### config.mk
export PLATFORM = sky130hd
export DESIGN_NAME = ram_arbiter_flat
export DESIGN_NICKNAME = d
export VERILOG_FILES = /design/src/rtl/ram_arbiter_pkg.sv /design/src/rtl/ram_arbiter_if.sv /design/src/rtl/ram_arbiter.sv /design/src/flat_wrapper.sv
export SDC_FILE = /design/constraint.sdc
export NUM_CORES = 1
export LEC_CHECK = 0
export CAP_MARGIN = 30
export CORE_AREA = 2 2 103 105
export CTS_CLUSTER_DIAMETER = 150
export DETAILED_ROUTE_END_ITERATION = 12
export DIE_AREA = 0 0 105 107
export PLACE_DENSITY = 0.62
export SLEW_MARGIN = 20
export SYNTH_ARGS = -nofsm -noshare
export SYNTH_HDL_FRONTEND = slang
export SYNTH_SLANG_ARGS = --single-unit
### constraint.sdc
create_clock -name CLK -period 2.9 [get_ports CLK]
set_clock_uncertainty 0.15 [all_clocks]
set_input_delay 0.29 -clock CLK [delete_from_list [all_inputs] [get_ports CLK]]
set_output_delay 0.29 -clock CLK [all_outputs]
set_load 0.005 [all_outputs]
### src/rtl/ram_arbiter_pkg.sv
// Shared types for the RAM arbiter: RAM handshake state, word type, arbiter FSM
// state and grant-owner select.
package ram_arbiter_pkg;
  localparam int WORD_W = 32;

  typedef logic [WORD_W-1:0] word_t;
  typedef enum logic [1:0] {FREE, BUSY, ACCESS, ERROR} ramstate_t;
  typedef enum logic [1:0] {IDLE, GNT_I, GNT_D} arbstate_t;
  typedef enum logic {ARB_I, ARB_D} arbsel_t;
endpackage

### src/rtl/ram_arbiter_if.sv
// Bundle of the I-fetch, D-port and RAM-side signals around the arbiter.
// slave = arbiter view, master = environment (requesters + RAM) view.
interface ram_arbiter_if
  import ram_arbiter_pkg::*;
#(
  parameter int ADDR_W = WORD_W
) ();
  logic              iREN;
  logic [ADDR_W-1:0] iaddr;
  logic [ADDR_W-1:0] iload;
  logic              iwait;

  logic              dREN;
  logic              dWEN;
  logic [ADDR_W-1:0] daddr;
  logic [ADDR_W-1:0] dstore;
  logic [ADDR_W-1:0] dload;
  logic              dwait;

  logic              ramREN;
  logic              ramWEN;
  logic [ADDR_W-1:0] ramaddr;
  logic [ADDR_W-1:0] ramstore;
  logic [ADDR_W-1:0] ramload;
  ramstate_t         ramstate;

  modport slave (
    input  iREN, iaddr, dREN, dWEN, daddr, dstore, ramload, ramstate,
    output iload, iwait, dload, dwait, ramREN, ramWEN, ramaddr, ramstore
  );

  modport master (
    output iREN, iaddr, dREN, dWEN, daddr, dstore, ramload, ramstate,
    input  iload, iwait, dload, dwait, ramREN, ramWEN, ramaddr, ramstore
  );
endinterface

### src/rtl/ram_arbiter.sv
// Single-port RAM arbiter between I fetch and D port. Fixed D priority with an I
// starvation guard; define ARB_RR_EN for round-robin on contention instead.
module ram_arbiter
  import ram_arbiter_pkg::*;
#(
  parameter int STARVE_MAX = 4,
  parameter int ADDR_W     = WORD_W
) (
  input logic         CLK,
  input logic         RST,
  ram_arbiter_if.slave bus
);

  arbstate_t state, nstate;
  arbsel_t   pick;
  logic      dreq;

  assign dreq = bus.dREN | bus.dWEN;

`ifdef ARB_RR_EN
  arbsel_t lastg;

  always_comb pick = (lastg == ARB_I) ? ARB_D : ARB_I;

  always_ff @(posedge CLK or posedge RST) begin
    if (RST)                                   lastg <= ARB_I;
    else if (state == IDLE && nstate == GNT_I) lastg <= ARB_I;
    else if (state == IDLE && nstate == GNT_D) lastg <= ARB_D;
  end
`else
  logic [2:0] scnt;

  always_comb pick = (int'(scnt) == STARVE_MAX) ? ARB_I : ARB_D;

  // scnt counts I losses only while I keeps asking; any I grant or idle I resets it
  always_ff @(posedge CLK or posedge RST) begin
    if (RST) scnt <= 3'd0;
    else if (state == IDLE) begin
      if (!bus.iREN || nstate == GNT_I) scnt <= 3'd0;
      else if (nstate == GNT_D)         scnt <= scnt + 3'd1;
    end
  end
`endif

  always_ff @(posedge CLK or posedge RST) begin
    if (RST) state <= IDLE;
    else     state <= nstate;
  end

  // Every grant returns to IDLE so the RAM always sees enables drop between accesses
  always_comb begin
    nstate = state;
    case (state)
      IDLE: begin
        if (bus.iREN && dreq) nstate = (pick == ARB_I) ? GNT_I : GNT_D;
        else if (dreq)        nstate = GNT_D;
        else if (bus.iREN)    nstate = GNT_I;
      end
      GNT_I:   if (!bus.iREN || bus.ramstate == ACCESS) nstate = IDLE;
      GNT_D:   if (!dreq || bus.ramstate == ACCESS)     nstate = IDLE;
      default: nstate = IDLE;
    endcase
  end

  always_comb begin
    bus.ramREN   = 1'b0;
    bus.ramWEN   = 1'b0;
    bus.ramaddr  = {ADDR_W{1'b0}};
    bus.ramstore = {ADDR_W{1'b0}};
    bus.iwait    = 1'b1;
    bus.dwait    = 1'b1;
    bus.iload    = bus.ramload;
    bus.dload    = bus.ramload;
    case (state)
      GNT_I: begin
        bus.ramREN  = 1'b1;
        bus.ramaddr = bus.iaddr;
        bus.iwait   = (bus.ramstate != ACCESS);
      end
      GNT_D: begin
        bus.ramWEN   = bus.dWEN;
        bus.ramREN   = bus.dREN & ~bus.dWEN;
        bus.ramaddr  = bus.daddr;
        bus.ramstore = bus.dstore;
        bus.dwait    = (bus.ramstate != ACCESS);
      end
      default: ;
    endcase
  end

endmodule

### src/flat_wrapper.sv
// flat-port wrapper written by rule: the top's interface ports become plain ports
module ram_arbiter_flat import ram_arbiter_pkg::*;
#(
  parameter int STARVE_MAX = 4,
  parameter int ADDR_W     = WORD_W
)
  (CLK, RST, bus_iREN, bus_iaddr, bus_dREN, bus_dWEN, bus_daddr, bus_dstore, bus_ramload, bus_ramstate, bus_iload, bus_iwait, bus_dload, bus_dwait, bus_ramREN, bus_ramWEN, bus_ramaddr, bus_ramstore);
  ram_arbiter_if #(.ADDR_W(ADDR_W)) bus_i ();
  input logic CLK;
  input logic RST;
  input wire logic [$bits(bus_i.iREN)-1:0] bus_iREN;
  input wire logic [$bits(bus_i.iaddr)-1:0] bus_iaddr;
  input wire logic [$bits(bus_i.dREN)-1:0] bus_dREN;
  input wire logic [$bits(bus_i.dWEN)-1:0] bus_dWEN;
  input wire logic [$bits(bus_i.daddr)-1:0] bus_daddr;
  input wire logic [$bits(bus_i.dstore)-1:0] bus_dstore;
  input wire logic [$bits(bus_i.ramload)-1:0] bus_ramload;
  input wire logic [$bits(bus_i.ramstate)-1:0] bus_ramstate;
  output wire logic [$bits(bus_i.iload)-1:0] bus_iload;
  output wire logic [$bits(bus_i.iwait)-1:0] bus_iwait;
  output wire logic [$bits(bus_i.dload)-1:0] bus_dload;
  output wire logic [$bits(bus_i.dwait)-1:0] bus_dwait;
  output wire logic [$bits(bus_i.ramREN)-1:0] bus_ramREN;
  output wire logic [$bits(bus_i.ramWEN)-1:0] bus_ramWEN;
  output wire logic [$bits(bus_i.ramaddr)-1:0] bus_ramaddr;
  output wire logic [$bits(bus_i.ramstore)-1:0] bus_ramstore;
  assign bus_i.iREN = bus_iREN;
  assign bus_i.iaddr = bus_iaddr;
  assign bus_i.dREN = bus_dREN;
  assign bus_i.dWEN = bus_dWEN;
  assign bus_i.daddr = bus_daddr;
  assign bus_i.dstore = bus_dstore;
  assign bus_i.ramload = bus_ramload;
  assign bus_i.ramstate = bus_ramstate;
  assign bus_iload = bus_i.iload;
  assign bus_iwait = bus_i.iwait;
  assign bus_dload = bus_i.dload;
  assign bus_dwait = bus_i.dwait;
  assign bus_ramREN = bus_i.ramREN;
  assign bus_ramWEN = bus_i.ramWEN;
  assign bus_ramaddr = bus_i.ramaddr;
  assign bus_ramstore = bus_i.ramstore;
  ram_arbiter #(.STARVE_MAX(STARVE_MAX), .ADDR_W(ADDR_W)) u_core (.CLK(CLK), .RST(RST), .bus(bus_i));
endmodule
==> results of run 1 <==
## metal layers
layer	track usage	wire length, µm
met2	0.206	3500
met5	0	0
met4	0.0448	206
met1	0.129	2630
met3	0.0243	448
## cell type report
| class | instances | area (µm²) | area share |
|---|---|---|---|
| clock buffer | 4 | 45.0 | 0.0147 |
| timing repair buffer | 174 | 1760 | 0.573 |
| sequential | 5 | 125 | 0.0408 |
| tap | 136 | 170 | 0.0555 |
| inverter | 6 | 22.5 | 0.00735 |
| multi-input combinational | 135 | 945 | 0.308 |
## cell families (layout without fill, tap and decap cells)
kind of cell | Yosys count | after routing | share of synthesized area
compound gates | 46 | 46 | 0.223
mux | 1 | 1 | 0.00616
simple gates | 81 | 81 | 0.299
fa+ha+maj | 6 | 6 | 0.0462
buf+inv | 84 | 184 | 0.343
flops | 5 | 5 | 0.0770
xor+xnor | 1 | 1 | 0.00539
## through the flow
stage	setup WS [ps]	cell area, µm²	util	total power [mW]
after global routing	93.4	3060	0.304	2.32
after floorplan	812	1620	-	1.06
after CTS	239	3060	0.304	2.18
after global placement	507	3020	0.299	2.02
final	257	3060	0.304	2.14
after detailed placement	458	3020	0.299	2.04
## critical path, delay by kind of cell (launching register included)
family | cells | cell delay, ps
adder cells (fa/ha/maj) | 1 | 390
AO/OA/AOI/OAI | 1 | 130
AND/OR/NAND/NOR | 1 | 140
buffers and inverters | 3 | 880
flip-flops | 1 | 420
## path summary, 6_finish.rpt
check	endpoint
min in group CLK	u_core.scnt[0]
max in group asynchronous	u_core.state[0]
max	bus_ramaddr[1]
min	u_core.scnt[0]
max reg2reg	u_core.scnt[2]
min reg2reg	u_core.scnt[0]
## layout by cell type (no fill, tap or decap), types with 3 or more instances in the layout
| cell type | instances |
|---|---|
| dfrtp_1 | 5 |
| clkdlybuf4s50_1 | 170 |
| a22oi_1 | 32 |
| ha_1 | 5 |
| nor2_1 | 4 |
| clkbuf_8 | 3 |
| nor2b_1 | 34 |
| and2_1 | 33 |
| nand2_1 | 5 |
| a21o_1 | 3 |
| inv_1 | 6 |
## power by group through the flow
stage	registers, mW	logic, mW	clock network (mW)
3_5_place_dp	0.130	1.91	0
6_report	0.129	1.89	0.124
4_1_cts	0.129	1.92	0.129
2_1_floorplan	0.121	0.939	0
5_1_grt	0.135	2.05	0.134
3_3_place_gp	0.128	1.90	0
## flip-flops by register name, indices dropped and copies added (netlist names)
signal and flops:
u_core.scnt 3, u_core.state 2
==> flow_summary_export.csv, run 1 <==
group,metric,value,unit
worst_setup_path,cp.arrival,2200,ps
layout,n_antenna_cell,0,
worst_setup_path,crit_type,"flop to output port",
timing,hold-worst-slack,119,ps
synth,synth_most_common_cell,"buf_4",
worst_setup_path,crit_start,"u_core.state[0]",
placed_design,finalWeightedCongestion,0.865,
drt,antenna_left,0,
global_route,grt_pass1_wl,10.3,mm
clock_network,clkTransAtPathRegs,30,ps
outcome,outcome,"finished clean",
clock_network,cts_tree,"yes",
clock_network,ctsHoldBuffers,0,
timing,tightest_slew,353,ps
synth,synth_top_area_share,0.296,
power_and_ir_drop,seq_power_share,0.060,
clock_network,clock_path_buffers,2,
placed_design,placed_cells,456,
synth,ys_seq_elements,5,
floorplanning,die_h,107,µm
clock_network,clkLatencyLatePin,220,ps
clock_network,cts_resized,0,
power_and_ir_drop,combinationalPowerShare,0.882,
synth,synth.area.top_cells,"buf_4, a22oi_1, nor2b_1, and2_1, dfrtp_1",
clock_network,clk_root_buffer_cell,"clkbuf_8",
worst_setup_path,rr_worst_depth,8,
floorplanning,dieArea,11200,µm²
power_and_ir_drop,powerDensity,698,nW/µm²
synth,netlist_area,1620,µm²
worst_setup_path,path_max_fanout,53,
synth,synth_cells,224,
drt,wl_per_cell,14.7,µm
power_and_ir_drop,power.internal,1.33,mW
drt,totalWireLength,6.78,mm
synth,ys_types,28,
worst_setup_path,cp_cell_sequence,"inv_1 -> ha_2 -> buf_12 -> a22oi_1 -> nor2b_1 -> clkdlybuf4s50_1",
power_and_ir_drop,swShare,0.379,
worst_setup_path,max_stage_delay,520,ps
timing,finalSetupViolCount,0,
power_and_ir_drop,clkPwrFrac,0.058,
synth,synth_ff_type,"dfrtp_1",
drt,via_per_inst,3.89,
timing,fin_crit_sh,0.911,
clock_network,clock-sinks,5,
worst_setup_path,critPathSlowestCell,"clkdlybuf4s50_1",
layout,drive_gt1_frac,0.0401,
timing,finalSetupTns,0,ps
synth,synth_nets,365,
synth,synth.yosys.warnings,0,
global_route,grt.total_usage,0.113,
synth,synth_common_cells,"buf_4, nor2b_1, and2_1",
layout,final_nets,466,
clock_network,cts_max_level,1,
worst_setup_path,r2r_start,"u_core.state[0]",
timing,fmax,378,MHz
layout,syn_to_final_growth,88.7,%
layout,nFillCells,1099,
power_and_ir_drop,p_sw,0.811,mW
global_route,grt_pass1_vias,1854,
synth,yosys.area.top_type,"buf_4",
drt,drt_iter0_drc,79,
synth,synth_edf_count,0,
global_route,overflow,0,
job,max-cap-violations,0,
placed_design,place_hpwl,5.53,mm
placed_design,portBuffers,170,
synth,synth_seq_area_share,0.0770,
clock_network,numCtsBuffers,3,
timing,finalHoldViolations,0,
global_route,antenna_found_initial,0,
layout,fin_cells,460,
power_and_ir_drop,power_leakage,1.10,nW
synth,syn_area_per_cell,7.25,µm²
timing,relSlewSlack,0.765,
timing,rsz0062_at_grt,"false",
worst_setup_path,start_kind,"flop",
clock_network,cts_setup_buffers,0,
floorplanning,ios,267,
drt,dr_total_vias,1790,
drt,first_pass_iters,4,
global_route,grt_max_degree,54,
worst_setup_path,critical_path_required,2460,ps
worst_setup_path,worstSetupEndpointType,"output port",
floorplanning,rows,37,
hold_path,hold_class,"primary input to asynchronous set/reset pin",
floorplanning,die_x,105,µm
timing,slew_viol_final,0,
timing,fin_crit,2640,ps
worst_setup_path,r2r_setup_slack,470,ps
synth,async_flop_share,1.00,
drt,route.detailed.drc,0,
floorplanning,core_area,10100,µm²
power_and_ir_drop,ir_drop,0.000372,V
floorplanning,start_util,0.161,
(Power assumes the default switching activity.)
==> run 2: changes to the inputs <==
--- a/config.mk
+++ b/config.mk
@@ -11,6 +11,7 @@
 export DETAILED_ROUTE_END_ITERATION = 12
 export DIE_AREA = 0 0 105 107
 export PLACE_DENSITY = 0.62
+export SKIP_LAST_GASP = 1
 export SLEW_MARGIN = 20
 export SYNTH_ARGS = -nofsm -noshare
 export SYNTH_HDL_FRONTEND = slang
==> results of run 2 <==
Same layout as run 1: the final DEF is identical, and so are final timing and power.
